`src/rtl/ext_irq_conditioner.sv`:
```
// ext_irq_conditioner: synchronize, debounce and edge-detect external interrupt pins.
// Define EXT_IRQ_PENDING_EN for sticky pending bits cleared by irq_ack; otherwise irq_out pulses.
module ext_irq_conditioner #(
    parameter int NUM_CH          = 2,
    parameter int SYNC_STAGES     = 2,
    parameter int DEBOUNCE_CYCLES = 1000
) (
    input  logic                clock,
    input  logic                reset_n,
    input  logic [NUM_CH-1:0]   irq_pin,
    input  logic [2*NUM_CH-1:0] edge_mode,
    input  logic [NUM_CH-1:0]   irq_ack,
    output logic [NUM_CH-1:0]   irq_level,
    output logic [NUM_CH-1:0]   irq_out
);
    localparam int CW = DEBOUNCE_CYCLES > 1 ? $clog2(DEBOUNCE_CYCLES) : 1;
    localparam logic [CW-1:0] CNT_MAX = CW'(DEBOUNCE_CYCLES - 1);

    logic [NUM_CH-1:0] sync_q [SYNC_STAGES];
    logic [NUM_CH-1:0] filt;
    logic [NUM_CH-1:0] filt_d;
    logic [NUM_CH-1:0] ev;

    always_ff @(posedge clock or negedge reset_n) begin
        if (!reset_n) begin
            for (int s = 0; s < SYNC_STAGES; s++) sync_q[s] <= '0;
        end else begin
            sync_q[0] <= irq_pin;
            for (int s = 1; s < SYNC_STAGES; s++) sync_q[s] <= sync_q[s-1];
        end
    end

    for (genvar i = 0; i < NUM_CH; i++) begin : g_ch
        logic [CW-1:0] cnt;
        logic          f;
        logic          s;
        assign s = sync_q[SYNC_STAGES-1][i];
        // any cycle agreeing with the current level restarts the stability count
        always_ff @(posedge clock or negedge reset_n) begin
            if (!reset_n) begin
                cnt <= '0;
                f   <= 1'b0;
            end else if (s == f) begin
                cnt <= '0;
            end else if (cnt == CNT_MAX) begin
                cnt <= '0;
                f   <= s;
            end else begin
                cnt <= cnt + 1'b1;
            end
        end
        assign filt[i] = f;
        assign ev[i]   = (f & ~filt_d[i] & edge_mode[2*i]) | (~f & filt_d[i] & edge_mode[2*i+1]);
    end

    always_ff @(posedge clock or negedge reset_n) begin
        if (!reset_n) filt_d <= '0;
        else          filt_d <= filt;
    end

    assign irq_level = filt;

`ifdef EXT_IRQ_PENDING_EN
    // a coinciding event keeps the bit set over an ack
    always_ff @(posedge clock or negedge reset_n) begin
        if (!reset_n) irq_out <= '0;
        else          irq_out <= ev | (irq_out & ~irq_ack);
    end
`else
    logic unused_ack;
    assign unused_ack = ^irq_ack;

    always_ff @(posedge clock or negedge reset_n) begin
        if (!reset_n) irq_out <= '0;
        else          irq_out <= ev;
    end
`endif

endmodule

```
`config.mk`:
```
export PLATFORM = sky130hd
export DESIGN_NAME = ext_irq_conditioner
export DESIGN_NICKNAME = d
export VERILOG_FILES = /design/src/rtl/ext_irq_conditioner.sv
export SDC_FILE = /design/constraint.sdc
export NUM_CORES = 1
export LEC_CHECK = 0
export ABC_AREA = 0
export ABC_CLOCK_PERIOD_IN_PS = 2490
export BUFFER_PORTS_ARGS = -buffer_cell sky130_fd_sc_hd__buf_2
export CAP_MARGIN = 15
export CORE_MARGIN = 2
export CORE_UTILIZATION = 56
export CTS_CLUSTER_SIZE = 14
export DETAILED_ROUTE_END_ITERATION = 10
export PLACE_DENSITY = 0.76
export REMOVE_ABC_BUFFERS = 1
export SYNTH_ARGS = -nofsm -noshare
export SYNTH_HDL_FRONTEND = slang
export SYNTH_SLANG_ARGS = --single-unit
```
`constraint.sdc`:
```
create_clock -name clock -period 2.49 [get_ports clock]
set_clock_uncertainty 0.2 [all_clocks]
set_input_delay 0.3735 -clock clock [delete_from_list [all_inputs] [get_ports clock]]
set_output_delay 0.3735 -clock clock [all_outputs]
set_load 0.03 [all_outputs]
```
==> results of run 1 <==
logic make-up after synthesis:
kind of cell,Yosys count,synth area share [%]
flip-flops,30,56.3
AO/OA/AOI/OAI,17,8.35
AND/OR/NAND/NOR,54,21.6
XOR/XNOR,13,8.54
buffers and inverters,4,1.69
multiplexers,2,1.69
adder cells (fa/ha/maj),2,1.88
final timing paths:
kind                                     start        endpoint  slack, ns  cells after the start
min in group asynchronous              reset_n      irq_out[0]       0.39                      2
worst min-delay path              edge_mode[1]      irq_out[0]       0.09                      3
worst min register to register       sync_q[2]       g_ch[0].s       0.16                      0
max in group asynchronous              reset_n  g_ch[1].cnt[6]       1.29                      2
worst max register to register  g_ch[0].cnt[0]       g_ch[0].f       0.60                      5
worst max-delay path            g_ch[0].cnt[0]       g_ch[0].f       0.60                      5
through the flow:
step | hold slack, ns | util (%)
after floorplan | -0.122 | -
after global placement | 0.136 | 63.1
after detailed placement | 0.135 | 63.1
after CTS | 0.0727 | 67.3
after global routing | 0.0966 | 67.3
final | 0.0915 | 67.3
layer usage:
layer / vias up / GRT usage (%) / share of wire (%)
met2: 18 / 36.5 / 52
met4: 0 / 13.7 / 2.1
met3: 6 / 8.29 / 3.6
met1: 465 / 20.1 / 42
met5: - / 0 / 0
li1: 462 / - / -
state kept, by name, indices dropped and copies added, names as in the netlist:
signal / cells
g_ch.cnt: 20
g_ch.s: 2
g_ch.f: 2
sync_q: 2
filt_d: 2
irq_out: 2
cell usage after synthesis, drive strengths merged (3+ instances only):
library cell / number
a21oi: 4
a31oi: 3
and3: 5
dfrtp: 30
nand2: 10
nand3: 10
nor2: 18
o21ai: 6
xnor2: 5
xor2: 8
worst reg2reg max path: stages, from the launching register on:
cell and delay, ns:
dfrtp_1 0.46, ha_1 0.30, and4bb_2 0.26, nand2_1 0.10, nor2_1 0.15, mux2_1 0.33
repair_timing:
item,in CTS,in global routing
endpoints found under the setup margin,0,0
hold buffers,3,0
hold endpoints to repair,32,0
power breakdown:
part	leakage [nW]	total (mW)	internal [mW]	switching, mW
sequential	0.405	0.511	0.498	0.0132
combinational	0.267	0.0408	0.0177	0.0231
clock	0.0343	0.306	0.136	0.171
final cells by class:
class | count | area share [%]
clock buffer | 6 | 3.41
clock inverter | 2 | 0.833
inverter | 2 | 0.500
multi-input combinational | 88 | 37.3
sequential | 30 | 50.0
tap | 28 | 2.33
timing repair buffer | 14 | 5.66
==> metrics.md, run 1 <==
| Metric | Value |
|---|---|
| Row count | `17` |
| Largest stage delay, worst path | `about 0.46 ns` |
| Worst-Skew Late Latency | `0.33 ns` |
| Die width | `between 50 and 60 um` |
| CP top delay family | `simple AND/OR/NAND/NOR gates` |
| DR WL/cell | `roughly 13 um` |
| CTS clk-pin slew, worst paths | `0.10 ns` |
| Drt via density | `5.59` |
| Final Cell Area | `0.00150 sq mm` |
| Tmin final | `1.89 ns` |
| Warnings, synthesis | `0` |
| Slew headroom | `between 50% and 60%` |
| MaxCap Viol Count | `0` |
| Yosys cell types | `29` |
| CTS root buf | `clkbuf_4` |
| Crit-path cells | `ha_1 > and4bb_2 > nand2_1 > nor2_1 > mux2_1` |
| Area share of the largest cell type after synthesis | `between 50% and 60%` |
| Avg Synthesized Cell Area | `10.9 sq um` |
| Area Growth Syn to Fin | `12.7%` |
| CTS tree | `yes` |
| Number of synthesized flops with an enable pin | `0` |
| Vias in the first global route | `974` |
| Multi-input gate area | `561 sq um` |
| Grt ovf | `0` |
| Post-Syn Instances | `122` |
| Critical path arrival | `1.91 ns` |
| Drt first pass iters | `4` |
| Worst Setup End Kind | `flip-flop` |
| Final max-slew violation count | `0` |
| Post-synth top area cell | `dfrtp_1` |
| Number of port buffers | `11` |
| HP Class | `input port to flip-flop` |
| Fin crit share | `75.8%` |
| Post-CTS sizing | `0` |
| Seq. cell area | `751 sq um` |
| Unrepaired setup endpoints after global routing | `false` |
| Synth area leaders | `dfrtp_1 56%, xor2_1 5.3%, nor2_1 5.1%` |
| Post-Place Setup Slack | `about 0.59 ns` |
| Max Fanout on Critical Path | `6` |
| Die H | `52.8 um` |
| Final TNS setup | `0 ns` |
| DRT iter0 DRCs | `11` |
| Antenna fix cells | `0` |
| Dpl hpwl | `1560 um` |
| Post-CTS setup buffer count | `0` |
| Final setup vio count | `0` |
| Pwr/cell area | `571 mW/mm^2` |
| Worst vdd ir | `0.000476 V` |
| Max Freq | `530 MHz` |
| Commonest cells after routing, fill and taps aside | `30 x dfrtp_1, 18 x nor2_1, 11 x buf_2` |
| Synth Register Bits | `30` |
| Initial antenna violation count | `0` |
| Drt total wl | `2210 um` |
| Fin. Hold Viols | `0` |
| CTS Buffer Depth | `2` |
| Layout cells sized above 1 | `around 17%` |
| Gpl congestion | `0.849` |
| First-pass GRT wire length | `3950 um` |
| PnR worst setup slack | `0.603 ns` |
| Commonest non-fill, non-tap cell in the layout | `dfrtp_1` |
| I/O Pins | `14` |
| Largest net degree at the start of global routing | `31` |
| Antenna viol nets, final | `0` |
| Critical path class | `flip-flop to flip-flop` |
| Mapped cell area | `0.00133 sq mm` |
| Crit path launch type | `flip-flop` |
| Worst slew pin tran | `0.624 ns` |
| Clk sink count | `30` |
| Power Total | `0.858 mW` |
| Routed vias | `951` |
| H-tree levels | `2` |
| Nets | `153` |
| DP Cell Count | `about 160` |
| Drc violations | `0` |
| Leak | `0.706 nW` |
| Status | `finished, final reports clean` |
| Die area | `0.00279 sq mm` |
| Worst Path Buf+Inv | `0` |
| Final cell count without fillers | `170` |
| Post-DP Area | `0.00141 sq mm` |
| Worst EP required | `2.51 ns` |
| Slowest CP cell | `dfrtp_1` |
| Post-synthesis sequential area ratio | `56.3%` |
| CTS Buf Count | `5` |
| Initial Util | `59.7%` |
| All-Layer GR Usage | `20.9%` |
| Top FF cell, synth | `dfrtp_1` |
| FFs w/ async S/R, synth | `100%` |
| Core area | `roughly 0.0022 sq mm` |
| Fill cells | `192` |
Power figures use the tool's default switching activity.
==> run 2: changes to the inputs <==
Settings changed: ABC_AREA 0 to 1, ABC_CLOCK_PERIOD_IN_PS 2490 to 1550, CORE_UTILIZATION 56 to 51, PLACE_DENSITY 0.76 to 0.73.
Clock period 2.49 ns to 1.55 ns, I/O delays scaled along.
==> metrics.md, run 2 <==
| Metric | Value |
|---|---|
| Post-synthesis sequential area ratio | `54.1% (was 56.3%)` |
| Max Freq | `680 MHz` |
| Reg2reg end | `g_ch[0].f (unchanged)` |
| Fill cells | `217 (was 192)` |
| Core area | `0.00252 sq mm (was 0.00223 sq mm)` |
| Max Fanout on Critical Path | `6 (unchanged)` |
| Crit-path cells | `buf_2 (was ha_1 > and4bb_2 > nand2_1 > nor2_1 > mux2_1)` |
| HP Class | `input port to asynchronous set/reset pin (was input port to flip-flop)` |
| All-Layer GR Usage | `18.4% (was 20.9%)` |
| DR WL/cell | `11.7 um (was 13.0 um)` |
| Reg2reg setup slack | `0.08 ns (was 0.60 ns)` |
| Tmin final | `1.47 ns` |
| Max reg flops | `20 (unchanged)` |
| Pwr/cell area | `828 mW/mm^2 (was 571 mW/mm^2)` |
| Fin crit share | `94.8%` |
| Dpl hpwl | `1800 um (was 1560 um)` |
| Fin. Hold Viols | `0 (unchanged)` |
| Area Growth Syn to Fin | `19.9% (was 12.7%)` |
| Post-Place Setup Slack | `-0.0596 ns (was 0.586 ns)` |
| Mapped cell area | `0.00139 sq mm (was 0.00133 sq mm)` |
| CTS clk-pin slew, worst paths | `0.09 ns (was 0.10 ns)` |
| I/O Pins | `14 (unchanged)` |
| CTS Buf Count | `5 (unchanged)` |
| Number of synthesized flops with an enable pin | `0 (unchanged)` |
| Final Cell Area | `0.00167 sq mm (was 0.00150 sq mm)` |
| Commonest cells after routing, fill and taps aside | `30 x nor2_1, 29 x dfrtp_1, 27 x nand2_1 (was 30 x dfrtp_1, 18 x nor2_1, 11 x buf_2)` |
| Initial antenna violation count | `0 (unchanged)` |
| Slew headroom | `74.4% (was 58.4%)` |
| Post-Syn Instances | `160 (was 122)` |
| Critical path arrival | `1.04 ns (was 1.91 ns)` |
| Yosys cell types | `20 (was 29)` |
| Post-DP Area | `0.00149 sq mm (was 0.00141 sq mm)` |
| Count leader, synth | `nor2_1 (was dfrtp_1)` |
| Final max-slew violation count | `0 (unchanged)` |
| Final setup vio count | `0 (unchanged)` |
| Clk sink count | `30 (unchanged)` |
| Vias in the first global route | `1055 (was 974)` |
| Routed vias | `1063 (was 951)` |
| Die area | `0.00316 sq mm (was 0.00279 sq mm)` |
| Reg with most FFs | `g_ch.cnt (unchanged)` |
| Worst EP required | `1.12 ns (was 2.51 ns)` |
| Crit path depth | `1 (was 5)` |
| Largest stage delay, worst path | `0.47 ns (was 0.46 ns)` |
| Die H | `56.2 um (was 52.8 um)` |
| Antenna fix cells | `0 (unchanged)` |
| Largest net degree at the start of global routing | `17 (was 31)` |
| Post-synth top area cell | `dfrtp_1 (unchanged)` |
| Number of port buffers | `11 (unchanged)` |
| PnR worst setup slack | `0.0801 ns (was 0.603 ns)` |
| Worst Setup End Kind | `output pin (was flip-flop)` |
| Multi-input gate area | `569 sq um (was 561 sq um)` |
| Layout cells sized above 1 | `19.8% (was 16.9%)` |
| Top FF cell, synth | `dfrtp_1 (unchanged)` |
| H-tree levels | `2 (unchanged)` |
| MaxCap Viol Count | `0 (unchanged)` |
| First-pass GRT wire length | `4370 um (was 3950 um)` |
| Antenna viol nets, final | `0 (unchanged)` |
| Commonest cells in the netlist | `32 x nor2_1, 30 x dfrtp_1, 29 x nand2_1 (was 30 x dfrtp_1, 18 x nor2_1, 10 x nand2_1)` |
| Gpl congestion | `0.870 (was 0.849)` |
| Initial Util | `55.1% (was 59.7%)` |
| Seq. cell area | `752 sq um (was 751 sq um)` |
| CTS tree | `yes (unchanged)` |
| Final cell count without fillers | `217 (was 170)` |
| Commonest non-fill, non-tap cell in the layout | `nor2_1 (was dfrtp_1)` |
| Drt total wl | `2530 um (was 2210 um)` |
| Die width | `56.2 um (was 52.8 um)` |
| Grt ovf | `0 (unchanged)` |
| Avg Synthesized Cell Area | `8.68 sq um (was 10.9 sq um)` |
| Critical path class | `flip-flop to output pin (was flip-flop to flip-flop)` |
| DRT iter0 DRCs | `45 (was 11)` |
| CTS Buffer Depth | `2 (unchanged)` |
| Critical path launch point | `g_ch[0].f (was g_ch[0].cnt[0])` |
| Crit path launch type | `flip-flop (unchanged)` |
| Drc violations | `0 (unchanged)` |
| Area share of the largest cell type after synthesis | `54.1% (was 56.3%)` |
| CP top delay family | `flip-flops (was simple AND/OR/NAND/NOR gates)` |
| Worst Path Buf+Inv | `1 (was 0)` |
| Nets | `198 (was 153)` |
| Drt first pass iters | `4 (unchanged)` |
| DP Cell Count | `201 (was 159)` |
| Drt via density | `4.90 (was 5.59)` |
| Worst R2R Path Depth | `6 (was 5)` |
| Capture point of the critical path | `irq_level[0] (was g_ch[0].f)` |
| FFs w/ async S/R, synth | `100% (unchanged)` |
| Worst slew pin tran | `0.384 ns (was 0.624 ns)` |
| CTS root buf | `clkbuf_4 (unchanged)` |
| Slowest CP cell | `dfrtp_1 (unchanged)` |
| Reg-to-reg critical path startpoint | `g_ch[0].cnt[0] (unchanged)` |
| Leak | `0.827 nW (was 0.706 nW)` |
| Status | `finished, final reports clean (unchanged)` |
| Synth area leaders | `dfrtp_1 54%, nor2_1 8.6%, nand2_1 7.8% (was dfrtp_1 56%, xor2_1 5.3%, nor2_1 5.1%)` |
| Row count | `18 (was 17)` |
| Worst-Skew Late Latency | `0.32 ns (was 0.33 ns)` |
| Warnings, synthesis | `0 (unchanged)` |
| Synth Register Bits | `30 (unchanged)` |
| Worst vdd ir | `0.000875 V (was 0.000476 V)` |
==> run 2: cell types whose count changed in the layout (fill, tap and decap cells not counted), sizes merged, moves of 3 or more <==
| cell | delta |
|---|---|
| nand3 | +6 |
| a21oi | +3 |
| and3 | -5 |
| buf | +3 |
| xnor2 | -4 |
| inv | +21 |
| o21ai | -3 |
| dlygate4sd3 | +4 |
| nor2 | +15 |
| nand2 | +21 |
==> run 2: final cells by class <==
cell class | instances | share of cell area (%)
Sequential cell | 30 | 45.2
Timing Repair Buffer | 21 | 9.62
Tap cell | 30 | 2.25
Clock buffer | 7 | 3.31
Clock inverter | 1 | 0.301
Inverter | 23 | 5.18
Multi-Input combinational cell | 105 | 34.2
==> run 2: stage by stage <==
step           total power, mW  hold slack, ns  TNS (ns)  util, %
4_1_cts                   1.40           0.153         0     64.7
5_1_grt                   1.44           0.174  -0.00366     66.0
3_5_place_dp             0.899         -0.0268    -0.252     59.2
6_report                  1.38           0.153         0     66.0
3_3_place_gp             0.894         -0.0325         0     59.2
2_1_floorplan            0.859          -0.263         0        -
==> run 2: metal layers <==
metal	GRT usage [%]	wire length, um	vias up
met5	0	0	-
met4	7.82	53	0
met3	6.98	108	9
met2	31.3	1260	20
met1	20.5	1110	484
li1	-	-	550
==> run 2: timing repair <==
action	4_1_cts	5_1_grt
endpoints found under the setup margin	5	16
hold endpoints to repair	34	0
gates resized for setup	2	8
setup buffers	0	1
hold buffers	7	0
pin swaps	0	4
==> run 2: worst reg2reg max path: stages (launching register included) <==
cell	delay, ns
dfrtp_1	0.38
ha_2	0.20
nand2_2	0.09
nor2_2	0.12
nand3_2	0.18
nand2_1	0.11
o21ai_0	0.08
==> run 2: worst min-delay path by stage <==
stage | start | endpoint | slack (ns) | cells past startpoint
floorplan | reset_n | filt_d[0] | -0.26 | 0
global placement | reset_n | g_ch[0].cnt[5] | -0.03 | 1
detailed placement | reset_n | g_ch[0].cnt[5] | -0.03 | 1
CTS | reset_n | sync_q[2] | 0.15 | 2
global route | sync_q[3] | g_ch[1].s | 0.17 | 0
finish | reset_n | g_ch[0].cnt[5] | 0.15 | 2
==> run 2: cells by family (layout without fill, tap and decap cells) <==
family / count (synthesis) / count (layout) / synth area share [%]
AND/OR/NAND/NOR: 84 / 84 / 26.5
flip-flops: 30 / 30 / 54.1
buffers and inverters: 25 / 52 / 7.30
AO/OA/AOI/OAI: 12 / 12 / 4.87
XOR/XNOR: 7 / 7 / 5.50
adder cells (fa/ha/maj): 2 / 2 / 1.80
==> run 2: where the power goes <==
part	internal [mW]	total [mW]	switching [mW]
clock	0.219	0.479	0.260
sequential	0.800	0.812	0.0120
combinational	0.0417	0.0886	0.0470
==> run 3: changes to the inputs <==
Settings changed: RECOVER_POWER set to 50.
==> metrics.md, run 3 (same netlist as run 2, synthesis figures left out) <==
| Metric | Value |
|---|---|
| Worst Hold Margin | `0.157 ns (was 0.153 ns)` |
| Max reg flops | `20 (unchanged)` |
| Vias in the first global route | `1055 (unchanged)` |
| Antenna fix cells | `0 (unchanged)` |
| CTS clk-pin slew, worst paths | `0.09 ns (about the same)` |
| Die width | `56.2 um (unchanged)` |
| Drt first pass iters | `4 (unchanged)` |
| Drt via density | `4.94 (was 4.90)` |
| Seq. cell area | `752 sq um (unchanged)` |
| Commonest cells after routing, fill and taps aside | `30 x nor2_1, 29 x dfrtp_1, 27 x nand2_1 (unchanged)` |
| Drt total wl | `2530 um (about the same)` |
| Pwr/cell area | `830 mW/mm^2 (was 828 mW/mm^2)` |
| HP Class | `flip-flop to flip-flop (was input port to asynchronous set/reset pin)` |
| Nets | `198 (unchanged)` |
| Core area | `0.00252 sq mm (unchanged)` |
| Clk sink count | `30 (unchanged)` |
| Die area | `0.00316 sq mm (unchanged)` |
| Tmin final | `1.47 ns (about the same)` |
| Reg with most FFs | `g_ch.cnt (unchanged)` |
| First-pass GRT wire length | `4370 um (unchanged)` |
| Worst slew pin tran | `0.905 ns (was 0.384 ns)` |
| Crit path launch type | `flip-flop (unchanged)` |
| CTS root buf | `clkbuf_4 (unchanged)` |
| Initial Util | `55.1% (unchanged)` |
| I/O Pins | `14 (unchanged)` |
| CTS Buffer Depth | `2 (unchanged)` |
| Status | `finished, final reports clean (unchanged)` |
| Worst vdd ir | `0.000875 V (about the same)` |
| Die H | `56.2 um (unchanged)` |
| Fin crit share | `94.9% (was 94.8%)` |
| Commonest non-fill, non-tap cell in the layout | `nor2_1 (unchanged)` |
| Initial antenna violation count | `0 (unchanged)` |
| MaxCap Viol Count | `0 (unchanged)` |
| Area Growth Syn to Fin | `19.8% (was 19.9%)` |
| Final Cell Area | `0.00166 sq mm (was 0.00167 sq mm)` |
| DR WL/cell | `11.6 um (was 11.7 um)` |
| Max Fanout on Critical Path | `6 (unchanged)` |
| Final setup vio count | `0 (unchanged)` |
| Leak | `0.825 nW (was 0.827 nW)` |
| Grt ovf | `0 (unchanged)` |
| Post-DP Area | `0.00149 sq mm (unchanged)` |
| CTS tree | `yes (unchanged)` |
| Gpl congestion | `0.870 (unchanged)` |
| Multi-input gate area | `569 sq um (unchanged)` |
| Drc violations | `0 (unchanged)` |
| All-Layer GR Usage | `18.4% (unchanged)` |
| CTS Buf Count | `5 (unchanged)` |
| Dpl hpwl | `1800 um (unchanged)` |
| Power Total | `1.38 mW (about the same)` |
| Layout cells sized above 1 | `19.3% (was 19.8%)` |
| Number of port buffers | `11 (unchanged)` |
| Largest net degree at the start of global routing | `17 (unchanged)` |
| Critical path class | `flip-flop to flip-flop (was flip-flop to output pin)` |
| Slew headroom | `39.7% (was 74.4%)` |
| Fin. Hold Viols | `0 (unchanged)` |
| H-tree levels | `2 (unchanged)` |
| Antenna viol nets, final | `0 (unchanged)` |
| Final TNS setup | `0 ns (unchanged)` |
| Critical path arrival | `1.48 ns (was 1.04 ns)` |
| Worst Setup End Kind | `flip-flop (was output pin)` |
| DRT iter0 DRCs | `34 (was 45)` |
| Max Freq | `680 MHz (about the same)` |
| Row count | `18 (unchanged)` |
| Routed vias | `1071 (was 1063)` |
| Fill cells | `218 (was 217)` |
| Worst EP required | `1.56 ns (was 1.12 ns)` |
| Worst-Skew Late Latency | `0.33 ns (was 0.32 ns)` |
| Final max-slew violation count | `0 (unchanged)` |
-- run 3: changes by cell type in the layout (fill, tap and decap cells not counted) --
cell and change:
clkbuf_1 +1, buf_2 -1
-- run 3: cell type report --
| class | instances | share of cell area (%) |
|---|---|---|
| clock inverters | 1 | 0.301 |
| repair buffers | 21 | 9.55 |
| well taps | 30 | 2.26 |
| inverters | 23 | 5.19 |
| multi-input cells | 105 | 34.2 |
| clock buffers | 7 | 3.31 |
| flip-flops and latches | 30 | 45.2 |
-- run 3: path summary, 6_finish.rpt --
kind	from	end	slack, ns	cells past startpoint
max in group asynchronous	reset_n	g_ch[1].f	0.19	2
max	g_ch[0].cnt[0]	g_ch[0].f	0.08	6
min in group asynchronous	reset_n	g_ch[0].cnt[5]	0.34	2
min reg2reg	sync_q[3]	g_ch[1].s	0.16	0
min	sync_q[3]	g_ch[1].s	0.16	0
max reg2reg	g_ch[0].cnt[0]	g_ch[0].f	0.08	6
-- run 3: where the power goes --
part | internal, mW | total [mW] | switching, mW
registers | 0.800 | 0.812 | 0.0120
logic | 0.0413 | 0.0882 | 0.0469
clock network | 0.219 | 0.482 | 0.262
total | 1.06 | 1.38 | 0.321
-- run 3: worst max-delay path, cell delays in order (launching register included) --
cell,delay [ns]
dfrtp_1,0.38
ha_2,0.20
nand2_2,0.09
nor2_2,0.12
nand3_2,0.18
nand2_1,0.11
o21ai_0,0.08
-- run 3: layer usage --
metal	part of all wire (%)	GRT usage, %
met2	50	31.3
met4	2.1	7.82
met3	4.4	6.98
met1	43	20.5
met5	0	0
-- run 3: what timing repair did --
action,4_1_cts,5_1_grt
setup endpoints to repair,5,16
gates resized for setup,2,8
endpoints found under the hold margin,34,0
buffers inserted,0,1
pin swaps,0,4
hold buffers,7,0
-- run 3: metrics by stage --
step | cells | utilization [%] | setup WS, ns
after floorplan | 158 | - | 0.185
after global placement | 201 | 59.2 | 0.0416
after detailed placement | 201 | 59.2 | -0.0596
after global routing | 217 | 66.0 | -0.00366
final | 217 | 66.0 | 0.0793
after CTS | 216 | 64.7 | 0.0385
